--- src/rtl/npc_pkg.sv ---
// npc_pkg: shared GPR file widths and register type
package npc_pkg;
  localparam int XLEN = 32;
  localparam int NREGS = 32;
  localparam int REG_AW = 5;
  localparam int CNT_W = 64;
  typedef logic [XLEN-1:0] gpr_t;
endpackage

--- src/rtl/gpr_regfile_difftest_snapshot.sv ---
// gpr_snapshot: commit-aligned GPR snapshot, snapshot PC/pulse and retire counter
module gpr_snapshot
  import npc_pkg::*;
(
  input  logic                  clock,
  input  logic                  reset,
  input  logic                  commit_valid,
  input  gpr_t                  commit_pc,
  input  logic [NREGS*XLEN-1:0] nxt,
  output logic [NREGS*XLEN-1:0] s_regs,
  output logic                  snap_valid,
  output gpr_t                  snap_pc,
  output logic [CNT_W-1:0]      commit_cnt
);
  // capture the merged register view only when an instruction retires
  always_ff @(posedge clock) begin
    if (!reset) begin
      s_regs <= '0;
      snap_valid <= 1'b0;
      snap_pc <= '0;
      commit_cnt <= '0;
    end else begin
      snap_valid <= commit_valid;
      if (commit_valid) begin
        s_regs <= nxt;
        snap_pc <= commit_pc;
        commit_cnt <= commit_cnt + CNT_W'(1);
      end
    end
  end
endmodule

--- src/rtl/gpr_regfile_difftest.sv ---
// gpr_regfile_difftest: 32x32 GPR file with commit snapshot; GPR_WRITE_BYPASS_EN enables write-through reads
module gpr_regfile_difftest
  import npc_pkg::*;
(
  input  logic                  clock,
  input  logic                  reset,
  input  logic [REG_AW-1:0]     rs1_addr,
  output gpr_t                  rs1_data,
  input  logic [REG_AW-1:0]     rs2_addr,
  output gpr_t                  rs2_data,
  input  logic                  wb_en,
  input  logic [REG_AW-1:0]     wb_addr,
  input  gpr_t                  wb_data,
  input  logic                  commit_valid,
  input  gpr_t                  commit_pc,
  output logic [NREGS*XLEN-1:0] s_regs,
  output logic                  snap_valid,
  output gpr_t                  snap_pc,
  output logic [CNT_W-1:0]      commit_cnt
);
  gpr_t regs [NREGS];
  logic [NREGS*XLEN-1:0] cur;
  logic [NREGS*XLEN-1:0] nxt;
  logic wr;
  assign wr = wb_en && wb_addr != '0;
  for (genvar i = 0; i < NREGS; i++) begin : g_vec
    if (i == 0) begin : g_zero
      assign cur[XLEN-1:0] = '0;
      assign nxt[XLEN-1:0] = '0;
    end else begin : g_reg
      assign cur[i*XLEN +: XLEN] = regs[i];
      assign nxt[i*XLEN +: XLEN] = (wr && wb_addr == REG_AW'(i)) ? wb_data : regs[i];
    end
  end
`ifdef GPR_WRITE_BYPASS_EN
  assign rs1_data = nxt[rs1_addr*XLEN +: XLEN];
  assign rs2_data = nxt[rs2_addr*XLEN +: XLEN];
`else
  assign rs1_data = cur[rs1_addr*XLEN +: XLEN];
  assign rs2_data = cur[rs2_addr*XLEN +: XLEN];
`endif
  // architectural write-back; x0 is never written
  always_ff @(posedge clock) begin
    if (!reset) begin
      for (int k = 0; k < NREGS; k++) regs[k] <= '0;
    end else if (wr) begin
      regs[wb_addr] <= wb_data;
    end
  end
  gpr_snapshot u_snap (
    .clock(clock),
    .reset(reset),
    .commit_valid(commit_valid),
    .commit_pc(commit_pc),
    .nxt(nxt),
    .s_regs(s_regs),
    .snap_valid(snap_valid),
    .snap_pc(snap_pc),
    .commit_cnt(commit_cnt)
  );
endmodule

--- config.mk ---
export PLATFORM = sky130hd
export DESIGN_NAME = gpr_regfile_difftest
export DESIGN_NICKNAME = d
export VERILOG_FILES = /design/src/rtl/npc_pkg.sv /design/src/rtl/gpr_regfile_difftest_snapshot.sv /design/src/rtl/gpr_regfile_difftest.sv
export SDC_FILE = /design/constraint.sdc
export NUM_CORES = 2
export LEC_CHECK = 0
export CAP_MARGIN = 15
export CORE_ASPECT_RATIO = 1.4
export CORE_MARGIN = 2
export CORE_UTILIZATION = 37
export CTS_CLUSTER_DIAMETER = 120
export CTS_CLUSTER_SIZE = 24
export DETAILED_ROUTE_END_ITERATION = 10
export PLACE_DENSITY = 0.54
export SYNTH_ARGS = -nofsm -noshare
export SYNTH_HDL_FRONTEND = slang
export SYNTH_SLANG_ARGS = --single-unit
--- constraint.sdc ---
create_clock -name clock -period 5.5 [get_ports clock]
set_input_delay 1.375 -clock clock [delete_from_list [all_inputs] [get_ports clock]]
set_output_delay 1.375 -clock clock [all_outputs]
set_load 0.05 [all_outputs]
==> After elaboration in Yosys (flattened, before gate mapping) <==
Memory sizes are Yosys's and may differ from the RTL's.
Cells that the tools add are included.
{ "word_totals": {"register_bits": 1089, "latchBits": 0, "mem_bits_rw": 1024, "rom_bits": 0, "in_bits": 83, "elab_cells": 111, "mem_count": 1} }
{ "op_classes": {"n_addsub": 1, "n_mul": 0, "div": 0, "n_lt_le_gt_ge": 0, "n_eq_ne": 31, "shift": 2, "muxes": 38, "bitwise_logic": 0, "reduce_logical": 34} }
{ "memory_table": {"columns": ["name", "words", "width", "read_ports", "rd_clocked_by_memory_dff", "wr", "line", "rtl"], "rows": [
  ["regs", 32, 32, 31, 0, 32, "gpr_regfile_difftest.sv:21", "gpr_t regs [NREGS];"]
]} }
{ "ops": {"columns": ["op", "n"], "rows": [
  ["1024-bit by 11-bit variable part select with 32-bit output", 2],
  ["32-bit 2-to-1 mux", 32],
  ["5-bit == test (second input constant)", 16],
  ["64-bit by 1-bit adder with 64-bit output (second input constant)", 1],
  ["5-bit by 4-bit == test with 1-bit output (second input constant)", 8],
  ["1-bit logical AND", 32],
  ["32-bit OR reduction", 1],
  ["5-bit by 3-bit == test with 1-bit output (second input constant)", 4],
  ["5-bit by 2-bit == test with 1-bit output (second input constant)", 2],
  ["5-bit by 1-bit == test with 1-bit output (second input constant)", 1],
  ["1-bit 2-to-1 mux", 5],
  ["5-bit 2-to-1 mux", 1],
  ["5-bit nonzero test", 1]
]} }

==> Depth between registers and ports, before layout <==
{ "logic_depth": {"depth_word": 7, "mapped_depth": 8} }

==> Cells and area by module <==
Synthesis repeated with hierarchy kept, for this count alone.
{ "hier_totals": {"hier_cells": 8515, "hier_area_um2": 105013.2} }
{ "by_module_without_submodules": {"columns": ["module", "n_inst", "cells_per_inst", "area_per_inst_um2", "seq_area_each_um2"], "rows": [
  ["gpr_regfile_difftest", 1, 4745, 65389.0, 29788.6],
  ["gpr_snapshot", 1, 3770, 39624.3, 22441.5]
]} }

==> Worst setup path after synthesis <==
No wires, ideal clock.
{ "synth_timing": {"kind": "input port to output port", "from": "input rs1_addr[0]", "to": "output rs1_data[23]", "arrival_time_ns": 3.595, "required_time_ns": 4.125, "slack_ns": 0.530, "path_stages": 8, "n_path_buf": 4, "path_cell_list": "clkbuf_1 > buf_2 > buf_2 > clkbuf_1 > nand2_1 > a21oi_1 > o31ai_1 > a31oi_1"} }
{ "synth_via": {"elab_chain_len": 1} }
{ "synth_lines": {"columns": ["element", "line", "rtl"], "rows": [
  ["start: declaration", "gpr_regfile_difftest.sv:7", "input logic [REG_AW-1:0] rs1_addr,"],
  ["1024-bit by 11-bit variable part select with 32-bit output", "gpr_regfile_difftest.sv:39", "assign rs1_data = cur[rs1_addr*XLEN +: XLEN];"],
  ["end: declaration", "gpr_regfile_difftest.sv:8", "output gpr_t rs1_data,"]
]} }
Every way passes these cells.

==> Worst setup path in the final report <==
{ "layout_timing": {"from": "input rs2_addr[3]", "to": "output rs2_data[31]"} }
{ "layout_via": {"elab_chain_len": 1} }
{ "layout_lines": {"columns": ["element", "line", "rtl"], "rows": [
  ["start: declaration", "gpr_regfile_difftest.sv:9", "input logic [REG_AW-1:0] rs2_addr,"],
  ["1024-bit by 11-bit variable part select with 32-bit output", "gpr_regfile_difftest.sv:40", "assign rs2_data = cur[rs2_addr*XLEN +: XLEN];"],
  ["end: declaration", "gpr_regfile_difftest.sv:10", "output gpr_t rs2_data,"]
]} }
Every way passes these cells.

==> implementation parameters <==
Parameter                              Value

Run status
  Outcome    complete, but fails checks
  Failing checks    setup timing

Routing
  Routed vias    89000
  Vias per Instance    6.43
  Residual antenna-violating net count after detailed routing    0
  Routed length per instance    40.4 microns
  Final wirelength    559000 microns
  Number of design rule violations left after detail routing    0
  Detailed Routing Iterations Pass 1    6
  Drt initial violations    13400

Synthesis
  Primary flip-flop cell chosen by synthesis mapping    dfxtp_1
  YS warnings    0
  Share of synthesized flip-flops with an asynchronous set or reset    0
  Synth Area per Inst    10.6 sq um
  Area fraction of the dominant cell type after synthesis    0.297
  Synth Register Bits    2081
  Library cell with the largest summed area after synthesis    edfxtp_1
  Synth top area cells    edfxtp_1 30%, dfxtp_1 22%, mux4_2 8.6%
  Part of the Yosys area used for sequential elements    0.515
  Total standard cell area after synthesis    100000 sq um
  Count of flip-flops with a built-in enable after synthesis    992
  Cell count after synthesis    9469
  Number of library cell types mapped by synthesis    51

Flow run
  Number of max-capacitance violations reported    0

STA
  Unrepaired setup endpoints after global routing    false
  Setup violators final    2
  Max Slew Vio Count    0
  Setup Total Neg Slack    -0.116 ns
  Final-report hold violation count    0
  Setup WS post-layout    -0.102 ns
  Headroom to the max-slew limit    0.135
  Ratio of final minimum period to clock period    1.02
  Max Fclk    178 MHz
  Clock skew    0.0618 ns
  Final critical path time including I/O delays and setup    5.60 ns
  Tightest Pin Transition    1.30 ns

Min path
  Worst min-delay path class    reg -> reg
  Worst Hold Depth    2

Clocking
  Number of buffers inserted to repair setup after CTS    0
  Buffer levels on the longest clock path    3
  CTS tree    built
  Number of clock buffers inserted by TritonCTS    97
  CTS Root Buffer Type    clkbuf_16
  Clock net sink count    2081
  Cts-stage hold buffer count    0
  CTS H-tree lvls    3
  Clock-pin slew on the worst setup and hold paths    0.10 ns
  Worst-Skew Late Latency    0.85 ns

Worst setup path
  Data required time at the worst endpoint    4.12 ns
  CP max stage cell    a31oi_1
  Max incr delay on CP    0.80 ns
  Critical path arrival    4.23 ns
  CP max FO    12
  Worst setup path class    in -> out
  Most common cell type on the critical path    buf_4
  Number of cells traversed by the worst register-to-register path    5
  Sort of element at the start of the critical path    primary input
  Crit. End Element    output port
  CP cell instances    clkdlybuf4s50_1, buf_12, or2_2, buf_4, o31ai_1, buf_4, a31oi_1, buf_4

Final layout
  Layout cells sized above 1    0.130
  Area added between synthesis and finish    21.3%
  Net count, final    10300

Power
  Switch share    0.353
  P per Cell Area    297 nW/um^2
  Reported net switching power    12700 uW
  Portion of total power attributed to combinational logic    0.240
  Static leakage power    0.0453 uW
  Maximum VDD drop    0.000261 V
  Share of power burned in the clock network    0.249
  Internal power summed over all cells    23400 uW
  Relative contribution of sequential cells to total power    0.511

GRT
  Largest net degree at the start of global routing    268
  Final global-route overflow total    0
  Number of global-route vias before repair    81500
  Total global-route track usage    0.390
  Global-route wire length before repair    742000 microns
  Number of antenna violations at the first check in global routing    62

Placed design
  Detailed Place HPWL    416000 microns
  Number of port buffers    1235
  Pre-CTS setup slack    -0.239 ns
  Placer Congestion    1.07

Die
  Site row count    226
  Floorplan die area    275000 sq um
  Die Y    620 microns
  Initial core utilization    0.371
  Horizontal extent of the die    444 microns
  Core Box Area    270000 sq um
  Number of I/O pins    1268
metal layers:
layer,global-route usage,share of wire
met4,0.274,0.085
met5,0,0.00029
met1,0.488,0.37
met2,0.598,0.44
met3,0.0874,0.10
placed cells by master, fill, tap and decap left out, types with 26 or more instances in the layout:
cell,Yosys,final
nand2_1,1236,1234
and3_1,971,971
a211oi_1,385,385
clkdlybuf4s50_1,0,1128
dfxtp_1,1089,1089
diode_2,0,27
o22ai_1,64,64
o31ai_1,71,34
clkbuf_1,973,69
a311oi_1,607,607
buf_2,92,26
conb_1,1,32
mux2i_1,611,611
a22oi_1,191,190
buf_4,33,498
mux4_2,384,384
a31oi_1,64,62
nand3_1,28,28
o31ai_2,0,33
buf_12,0,136
clkbuf_16,0,99
nor2_1,1159,1150
mux2_2,64,64
edfxtp_1,992,992
a21oi_1,26,26
o21ai_0,125,113
synthesized netlist by cell type, types with 2 or more instances:
library cell  number
nand2_1         1236
nor2_1          1159
dfxtp_1         1089
edfxtp_1         992
clkbuf_1         973
and3_1           971
mux2i_1          611
a311oi_1         607
a211oi_1         385
mux4_2           384
a22oi_1          191
o21ai_0          125
buf_1            103
buf_2             92
o31ai_1           71
a31oi_1           64
mux2_2            64
o22ai_1           64
buf_4             33
nand3_1           28
a21oi_1           26
nand4_1           23
or3_1             23
xnor2_1           22
nor3_1            18
xor2_1            14
nor2b_1           13
nor4_1            12
nand2b_1          11
nor3_2            11
and4_1            10
nor2_2             9
or4_1              8
or2_2              5
and2_1             4
and4_4             2
o21a_1             2
cell families after synthesis:
group | synth area share
simple gates | 0.163
flops | 0.515
compound gates | 0.117
buf+inv | 0.0474
mux | 0.154
xor+xnor | 0.00315
fa+ha+maj | 0.000125
other cells | 0.0000374
power by group through the flow:
| stage | clock network [uW] | registers (uW) | logic [uW] |
|---|---|---|---|
| global placement | 0 | 18700 | 8480 |
| global route | 9540 | 18400 | 8810 |
| detailed placement | 0 | 18700 | 8510 |
| finish | 9000 | 18400 | 8670 |
| floorplan | 0 | 19800 | 2900 |
| CTS | 9080 | 18400 | 8540 |
state kept, by name (all words and copies together), names as in the netlist:
register and count:
u_snap.s_regs 992, u_snap.commit_cnt 64, u_snap.snap_pc 32, regs 992, u_snap.snap_valid 1
worst max-delay path, delay by kind of cell:
| kind | cells | cell delay, ns |
|---|---|---|
| compound gates | 2 | 0.90 |
| simple gates | 1 | 0.34 |
| buf+inv | 5 | 1.59 |
timing repair:
item                                    in CTS  in global routing
gates resized for setup                     10                  2
cloned                                       0                  0
endpoints found under the setup margin       9                  2
endpoints found under the hold margin        0                  0
pin swaps                                    1                  1
worst paths after layout:
check,from,to,slack (ns)
setup / recovery,rs2_addr[3],rs2_data[31],-0.10
hold / removal,u_snap.commit_cnt[63],u_snap.commit_cnt[63],0.49
setup reg to reg,u_snap.commit_cnt[8],u_snap.commit_cnt[63],2.53
hold reg to reg,u_snap.commit_cnt[63],u_snap.commit_cnt[63],0.49
per-stage QoR:
stage                     cells  area, sq um  utilization  hold WS [ns]  total power, uW
after floorplan            9500       100000            -         0.558            22700
after global placement    13600       119000        0.439         0.463            27200
after detailed placement  13600       119000        0.439         0.471            27200
after CTS                 13800       122000        0.450         0.485            36000
after global routing      13800       122000        0.450         0.510            36800
final                     13800       122000        0.450         0.488            36100
layout make-up:
class / instances / area [sq um]
Tap cell: 3534 / 4420
Clock inverter: 10 / 128
Clock buffer: 168 / 2740
Inverter: 2 / 15.0
Timing Repair Buffer: 1797 / 18000
Sequential cell: 2081 / 51600
Multi-Input combinational cell: 6216 / 44600
Antenna cell: 27 / 67.6
Fill cell: 25300 / 148000
Power figures use the tool's default switching activity.
